### config.mk
export PLATFORM = sky130hd
export DESIGN_NAME = mse_error_stage
export DESIGN_NICKNAME = d
export VERILOG_FILES = /design/src/rtl/mse_error_stage.sv
export SDC_FILE = /design/constraint.sdc
export NUM_CORES = 1
export LEC_CHECK = 0
export BUFFER_PORTS_ARGS = -buffer_cell sky130_fd_sc_hd__buf_2
export CORE_UTILIZATION = 30
export CTS_CLUSTER_DIAMETER = 120
export DETAILED_ROUTE_END_ITERATION = 7
export PLACE_DENSITY = 0.53
export SETUP_SLACK_MARGIN = 0.3
export SYNTH_ARGS = -nofsm -noshare
export SYNTH_HDL_FRONTEND = slang
export SYNTH_SLANG_ARGS = --single-unit
### constraint.sdc
create_clock -name clk -period 18.6 [get_ports clk]
set_input_delay 3.72 -clock clk [delete_from_list [all_inputs] [get_ports clk]]
set_output_delay 3.72 -clock clk [all_outputs]
set_load 0.02 [all_outputs]
### src/rtl/mse_error_stage.sv
// Squared-error loss stage: per-element error (target - prediction) and summed squared loss.
// Optional ReLU-derivative gating of the error when MSE_ERROR_STAGE_RELU_DERIV_EN is defined.
module mse_error_stage #(
  parameter int unsigned WIDTH      = 16,
  parameter int unsigned FRAC_BITS  = 8,
  parameter int unsigned OUTPUT_DIM = 4,
  parameter int unsigned ACC_WIDTH  = 32
) (
  input  logic                        clk,
  input  logic                        reset,
  input  logic                        in_valid,
  output logic                        in_ready,
  input  logic signed [WIDTH-1:0]     prediction   [OUTPUT_DIM],
  input  logic signed [WIDTH-1:0]     target       [OUTPUT_DIM],
  output logic                        out_valid,
  input  logic                        out_ready,
  output logic signed [WIDTH-1:0]     output_error [OUTPUT_DIM],
  output logic signed [ACC_WIDTH-1:0] loss
);

  localparam int unsigned IdxW = (OUTPUT_DIM > 1) ? $clog2(OUTPUT_DIM) : 1;
  localparam int unsigned SqW  = 2 * WIDTH;
  localparam int unsigned SumW = ((ACC_WIDTH > SqW) ? ACC_WIDTH : SqW) + 1;
  localparam logic [IdxW-1:0] LastIdx = IdxW'(OUTPUT_DIM - 1);
  localparam logic signed [SumW-1:0] AccMax = $signed(SumW'({1'b0, {(ACC_WIDTH-1){1'b1}}}));

  typedef enum logic [1:0] {StIdle, StCompute, StDone} state_t;

  state_t state_q, state_d;
  logic [IdxW-1:0] index_q;
  logic signed [WIDTH-1:0] pred_q [OUTPUT_DIM];
  logic signed [WIDTH-1:0] targ_q [OUTPUT_DIM];
  logic signed [WIDTH-1:0] err_q  [OUTPUT_DIM];
  logic signed [ACC_WIDTH-1:0] acc_q, loss_q;

  logic signed [WIDTH-1:0]     cur_pred, cur_targ, err_sat, err_gated;
  logic signed [WIDTH:0]       diff;
  logic signed [SqW-1:0]       square, square_shr;
  logic signed [SumW-1:0]      sum_ext;
  logic signed [ACC_WIDTH-1:0] acc_next;
  logic                        last_elem;

  // Element datapath: only the registered copies feed it, so busy-time input changes are ignored.
  always_comb begin
    cur_pred = pred_q[index_q];
    cur_targ = targ_q[index_q];
    diff     = (WIDTH+1)'(cur_targ) - (WIDTH+1)'(cur_pred);
    if (diff[WIDTH] != diff[WIDTH-1]) begin
      err_sat = diff[WIDTH] ? {1'b1, {(WIDTH-1){1'b0}}} : {1'b0, {(WIDTH-1){1'b1}}};
    end else begin
      err_sat = diff[WIDTH-1:0];
    end
`ifdef MSE_ERROR_STAGE_RELU_DERIV_EN
    err_gated = (cur_pred > 0) ? err_sat : '0;
`else
    err_gated = err_sat;
`endif
    square     = SqW'(err_gated) * SqW'(err_gated);
    square_shr = square >>> FRAC_BITS;
    // Both addends are non-negative, so only the upper bound needs clamping.
    sum_ext    = SumW'(acc_q) + SumW'(square_shr);
    acc_next   = (sum_ext > AccMax) ? AccMax[ACC_WIDTH-1:0] : sum_ext[ACC_WIDTH-1:0];
    last_elem  = (index_q == LastIdx);
  end

  always_comb begin
    state_d = state_q;
    case (state_q)
      StIdle:    if (in_valid) state_d = StCompute;
      StCompute: if (last_elem) state_d = StDone;
      StDone:    if (out_ready) state_d = StIdle;
      default:   state_d = StIdle;
    endcase
  end

  always_ff @(posedge clk) begin
    if (reset) begin
      state_q <= StIdle;
      index_q <= '0;
      acc_q   <= '0;
      loss_q  <= '0;
      for (int i = 0; i < int'(OUTPUT_DIM); i++) begin
        pred_q[i] <= '0;
        targ_q[i] <= '0;
        err_q[i]  <= '0;
      end
    end else begin
      state_q <= state_d;
      case (state_q)
        StIdle: begin
          if (in_valid) begin
            pred_q  <= prediction;
            targ_q  <= target;
            acc_q   <= '0;
            index_q <= '0;
          end
        end
        StCompute: begin
          err_q[index_q] <= err_gated;
          acc_q          <= acc_next;
          if (last_elem) begin
            loss_q <= acc_next;
          end else begin
            index_q <= index_q + 1'b1;
          end
        end
        default: ;
      endcase
    end
  end

  assign in_ready     = (state_q == StIdle);
  assign out_valid    = (state_q == StDone);
  assign output_error = err_q;
  assign loss         = loss_q;

endmodule

==> impl_metrics.toml, run 1 <==
[job]
maxCapViolCount = 0

[timing]
drv_slew = 0
fmax_mhz = 69.5
max_slew_margin = 0.318
final.min_clock_period_ns = 14.39
tightestPinTransition_ns = 1.02
tns_ns = 0
finalCritPeriodShare = 0.773
rsz0062_at_grt = "no"
setup_viol_count_final = 0
timing.hold.ws_ns = 0.452
final_hold_viol_count = 0
finalClockSkew_ns = 0.0458

[clock_network]
clkTransAtPathRegs_ns = 0.07
cts_max_level = 1
cts_hold_buf = 0
clock_latency_ns = 0.61
numCtsBuffers = 30
cts_setup_buffers = 0
cts_resized = 0
cts_root_buffer = "clkbuf_16"
tritoncts = "built"
cts_sinks = 260
cts_buffer_depth = 3

[floorplan]
start_util = 0.305
io_pins = 230
chipWidth_um = 267
die-area_um2 = 71200
die_height_um = 267
rows = 96
core_area_um2 = 68900

[critical_path]
worstPathRequired_ns = 19.11
crit_path_max_fanout = 35
cp.arrival_ns = 14.89
critPathLaunchType = "flop"
worstSetupPathType = "reg -> reg"
slowest_delay_ns = 0.77
cp_common_cell = "fa_1"
crit_buf_inv = 8
cp_top_family = "compound AO/OA/AOI/OAI gates"
slowest_stage = "a21oi_2"
end_kind = "flop"

[global_routing]
antenna_found_initial = 0
grt-ovfl-total = 0
grt_max_degree = 98
grtUsageTotal = 0.178
grt_pass1_vias = 17041
grt_pass1_wl_um = 98500

[synth]
ys_types = 68
synth_edf_count = 0
synth_commonest_cells = "nand2_1, inv_1, dfxtp_1, a21oi_1, fa_1"
yosysWarnings = 0
ys_ff_latch = 260
yosysSeqAreaShare = 0.247
synth_fp_nets = 2996
syn_area_per_cell_um2 = 8.47
syn_area_um2 = 21000
synthCells = 2485
synth_top_cells_by_area = "dfxtp_1, fa_1, nand2_1, ha_1, inv_1"
yosys.cell_count.top_type = "nand2_1"
synthFlopType = "dfxtp_1"
synth_top_area_frac = 0.247
async_reset_ff_frac = 0
synth_top_cell_by_area = "dfxtp_1"

[drt]
wl_per_cell_um = 17.7
wl_met3_um = 3050
drc = 0
top_layer_used = "met4"
drt_iter0_drc = 856
vias = 17008
wl_met2_um = 30500
wl_met1_um = 28800
drtAntennaViolNets = 0
drt_wl_total_um = 63600
drtPass1Iterations = 5
avgViaCountPerCell = 4.72

[cells_and_area]
area_growth_pct = 14.3
diodes = 0
fin_nets = 3161
drive_above_1_share = 0.132
fillers = 7390

[place]
place.gp.congestion = 0.893
hpwlAfterDp_um = 50100
port_buffers = 229

[min_path]
timing.hold.worst.class = "reg -> reg"

[outcome]
status = "finished, final reports clean"
[routing by layer]
metal,up-vias,track usage
li1,8320,-
met4,0,0.0402
met3,61,0.0225
met1,8222,0.240
met5,-,0
met2,405,0.301
[registers in the layout, indices dropped and copies added, names as in the netlist]
name and flops:
targ_q 64, acc_q 32, pred_q 64, loss 32
state_q 2, output_error 64, index_q 2
[final timing paths]
| path | startpoint | endpoint | slack (ns) | cells after the start |
|---|---|---|---|---|
| setup reg to reg | index_q[0]$_SDFFE_PP0P_ | loss[22]$_SDFFE_PP0P_ | 4.21 | 47 |
| setup / recovery | index_q[0]$_SDFFE_PP0P_ | loss[22]$_SDFFE_PP0P_ | 4.21 | 47 |
| hold / removal | targ_q[3]$_SDFFE_PP0P_ | targ_q[3]$_SDFFE_PP0P_ | 0.45 | 2 |
| hold reg to reg | targ_q[3]$_SDFFE_PP0P_ | targ_q[3]$_SDFFE_PP0P_ | 0.45 | 2 |
[per-stage QoR]
step           instance area (um2)  cells  utilization  setup slack [ns]
2_1_floorplan                21000   2485            -              6.19
3_3_place_gp                 23100   3549        0.335              4.47
3_5_place_dp                 23100   3549        0.335              4.32
4_1_cts                      24100   3601        0.349              4.33
5_1_grt                      24100   3601        0.349              3.32
6_report                     24100   3601        0.349              4.21
[placed cells by master, fill, tap and decap left out, types with 14 or more instances in the layout]
master / count
nand2_1: 483
inv_1: 353
dfxtp_1: 258
a21oi_1: 244
fa_1: 236
buf_2: 228
nor2_1: 192
ha_1: 143
o21ai_0: 56
xnor2_1: 51
a211oi_1: 43
a21o_1: 40
mux4_2: 32
clkbuf_16: 30
nor3_1: 25
buf_4: 22
xor2_1: 21
nand3_1: 14
[logic make-up (layout without fill, tap and decap cells)]
kind of cell	after synthesis	after routing	share of synthesized area
AOI/OAI and AO/OA	477	477	0.140
xor gates and xnor gates	72	72	0.0300
adders and majority gates	379	379	0.310
buffers and inverters	476	661	0.0854
DFF	260	260	0.247
muxes	33	33	0.0347
and+or+nand+nor	788	788	0.153
[final cells by class]
type | count | area, um2 | share of cell area
repair buffers | 251 | 1320 | 0.0549
flip-flops and latches | 260 | 5210 | 0.216
clock inverters | 15 | 154 | 0.00640
multi-input cells | 1749 | 14100 | 0.584
inverters | 358 | 1340 | 0.0559
well taps | 931 | 1160 | 0.0484
clock buffers | 37 | 807 | 0.0336
[worst register-to-register path: cells and delay by family, from the launching register on]
kind            cells  cell delay, ns
fa+ha+maj          10            4.26
mux                 1            0.61
simple gates        7            1.71
compound gates     20            5.37
flops               1            0.34
buf+inv             8            1.82
xor+xnor            1            0.19
Power of run 1 is left out: the tool's default activity adds up to more than one toggle a clock period on the data nets, which glitch-free logic cannot reach.
==> run 2, diff against run 1 <==
--- a/config.mk
+++ b/config.mk
@@ -5,11 +5,12 @@
 export SDC_FILE = /design/constraint.sdc
 export NUM_CORES = 1
 export LEC_CHECK = 0
+export ABC_AREA = 1
 export BUFFER_PORTS_ARGS = -buffer_cell sky130_fd_sc_hd__buf_2
 export CORE_UTILIZATION = 30
 export CTS_CLUSTER_DIAMETER = 120
 export DETAILED_ROUTE_END_ITERATION = 7
-export PLACE_DENSITY = 0.53
+export PLACE_DENSITY = 0.55
 export SETUP_SLACK_MARGIN = 0.3
 export SYNTH_ARGS = -nofsm -noshare
 export SYNTH_HDL_FRONTEND = slang
==> constraint.sdc (replaced) <==
create_clock -name clk -period 12.6 [get_ports clk]
set_input_delay 2.52 -clock clk [delete_from_list [all_inputs] [get_ports clk]]
set_output_delay 2.52 -clock clk [all_outputs]
set_load 0.02 [all_outputs]
==> run 2 against run 1 <==
  * Cell area grew 11%
  * Global-route usage grew 0.84 points
  * Fmax grew 24%
  * First-iteration DRC count grew 51%
  * Clock-buffer cell count grew 2
  * Worst setup slack lost 3.2 ns
  * Non-clock buffer count grew 16
  * Cell count grew 24%
  * Routed wire length grew 16%
  * Critical path type unchanged
==> impl_metrics.toml, run 2 <==
[critical_path]
crit_path_max_fanout = 28
cp.arrival_ns = 12.04
worstPathRequired_ns = 13.05
cp_common_cell = "nand2_1"
r2r_end = "acc_q[0]$_SDFFE_PP0P_"
worstSetupPathType = "reg -> reg"
slowest_stage = "fa_1"
end_kind = "flop"
r2r-start = "index_q[1]$_SDFFE_PP0P_"
ff2ff_setup_slack_ns = 1.01
rr_worst_depth = 54
critPathLaunchType = "flop"
slowest_delay_ns = 0.52

[place]
place_inst = 4421
placed_area_um2 = 25600
port_buffers = 229
hpwlAfterDp_um = 59900
place.gp.congestion = 0.938

[cells_and_area]
diodes = 0
drive_above_1_share = 0.123
area_growth_pct = 14.1
final_common_cell = "nand2_1"
stdcell_count = 4473
fin_nets = 3932
most-common-layout-cells = "nand2_1, inv_1, nor2_1"
stdcell_area_um2 = 26600

[clock_network]
cts_buffer_depth = 3
numCtsBuffers = 28
cts_resized = 0
tritoncts = "built"
cts_max_level = 1
cts_sinks = 260
cts_setup_buffers = 0
cts_hold_buf = 0
clock_latency_ns = 0.61
cts_root_buffer = "clkbuf_16"
clkTransAtPathRegs_ns = 0.07

[drt]
vias = 20662
drt_iter0_drc = 1295
avgViaCountPerCell = 4.62
drtPass1Iterations = 5
drc = 0
wl_per_cell_um = 16.5
drtAntennaViolNets = 0
drt_wl_total_um = 73800

[global_routing]
grt_pass1_wl_um = 114000
antenna_found_initial = 1
grt_max_degree = 115
grt-ovfl-total = 0
grtUsageTotal = 0.186
grt_pass1_vias = 20036

[synth]
async_reset_ff_frac = 0
synth_top_cells_by_area = "dfxtp_1, fa_1, nand2_1, inv_1, ha_1"
synthCells = 3247
yosysWarnings = 0
synth_top_cell_by_area = "dfxtp_1"
yosysSeqAreaShare = 0.223
ys_types = 54
syn_area_per_cell_um2 = 7.19
synth_edf_count = 0
synth_commonest_cells = "nand2_1, inv_1, nor2_1, dfxtp_1, fa_1"
synthFlopType = "dfxtp_1"
synth_top_area_frac = 0.223
synth_fp_nets = 3758
yosys.cell_count.top_type = "nand2_1"
ys_ff_latch = 260
syn_area_um2 = 23300

[timing]
fmax_mhz = 86.3
setup_viol_count_final = 0
finalClockSkew_ns = 0.0576
drv_slew = 0
final_hold_viol_count = 0
final.min_clock_period_ns = 11.59
rsz0062_at_grt = "no"
max_slew_margin = 0.317
tns_ns = 0
finalCritPeriodShare = 0.920
tightestPinTransition_ns = 1.02

[floorplan]
start_util = 0.305
rows = 101
chipWidth_um = 281
die_height_um = 281
core_area_um2 = 76500
die-area_um2 = 78900
io_pins = 230

[min_path]
min_path_cells = 2
whs_endpoint = "targ_q[17]$_SDFFE_PP0P_"
min-delay-start = "targ_q[17]$_SDFFE_PP0P_"
timing.hold.worst.class = "reg -> reg"

[outcome]
status = "finished, final reports clean"

[job]
maxCapViolCount = 0
run 2: through the flow:
step	setup slack, ns	hold slack, ns	utilization
finish	1.01	0.475	0.348
global route	0.328	0.495	0.348
CTS	0.880	0.476	0.348
detailed placement	0.909	0.465	0.335
global placement	0.985	0.457	0.335
floorplan	2.71	0.448	-
run 2: metal layers:
metal  vias to the layer above  wire, um  GRT usage
met5                         -        13          0
met4                         2      2110     0.0518
met3                       106      3310     0.0234
met2                       439     35500      0.318
met1                      9755     32900      0.244
li1                      10360         -          -
run 2: worst max path at each step:
stage / from / to / slack [ns] / cells after the start
global placement: index_q[1]$_SDFFE_PP0P_ / loss[28]$_SDFFE_PP0P_ / 0.98 / 48
CTS: index_q[1]$_SDFFE_PP0P_ / acc_q[0]$_SDFFE_PP0P_ / 0.88 / 52
floorplan: index_q[0]$_SDFFE_PP0P_ / acc_q[20]$_SDFFE_PP0P_ / 2.71 / 58
detailed placement: index_q[1]$_SDFFE_PP0P_ / acc_q[0]$_SDFFE_PP0P_ / 0.91 / 52
global route: index_q[0]$_SDFFE_PP0P_ / loss[0]$_SDFFE_PP0P_ / 0.33 / 58
finish: index_q[1]$_SDFFE_PP0P_ / acc_q[0]$_SDFFE_PP0P_ / 1.01 / 54
run 2: cells by family (layout without fill, tap and decap cells):
logic type	after synthesis	in the layout	share of synthesized area
flops	260	260	0.223
compound gates	514	514	0.128
buf+inv	747	943	0.122
fa+ha+maj	379	379	0.279
simple gates	1294	1294	0.227
xor+xnor	53	53	0.0202
run 2: cell type report:
type	count	area, um2
clock buffers	39	782
clock inverters	13	184
fillers	8331	49800
inverters	624	2360
multi-input cells	2240	15300
flip-flops and latches	260	5210
well taps	1030	1290
repair buffers	267	1480
run 2: worst max-delay path, delay by kind of cell (launching register included):
| family | cells | cell delay (ns) |
|---|---|---|
| and+or+nand+nor | 25 | 3.59 |
| buffers and inverters | 11 | 1.66 |
| DFF | 1 | 0.38 |
| adders and majority gates | 9 | 3.98 |
| AOI/OAI and AO/OA | 9 | 1.74 |
Power of run 2 is left out for the same reason.
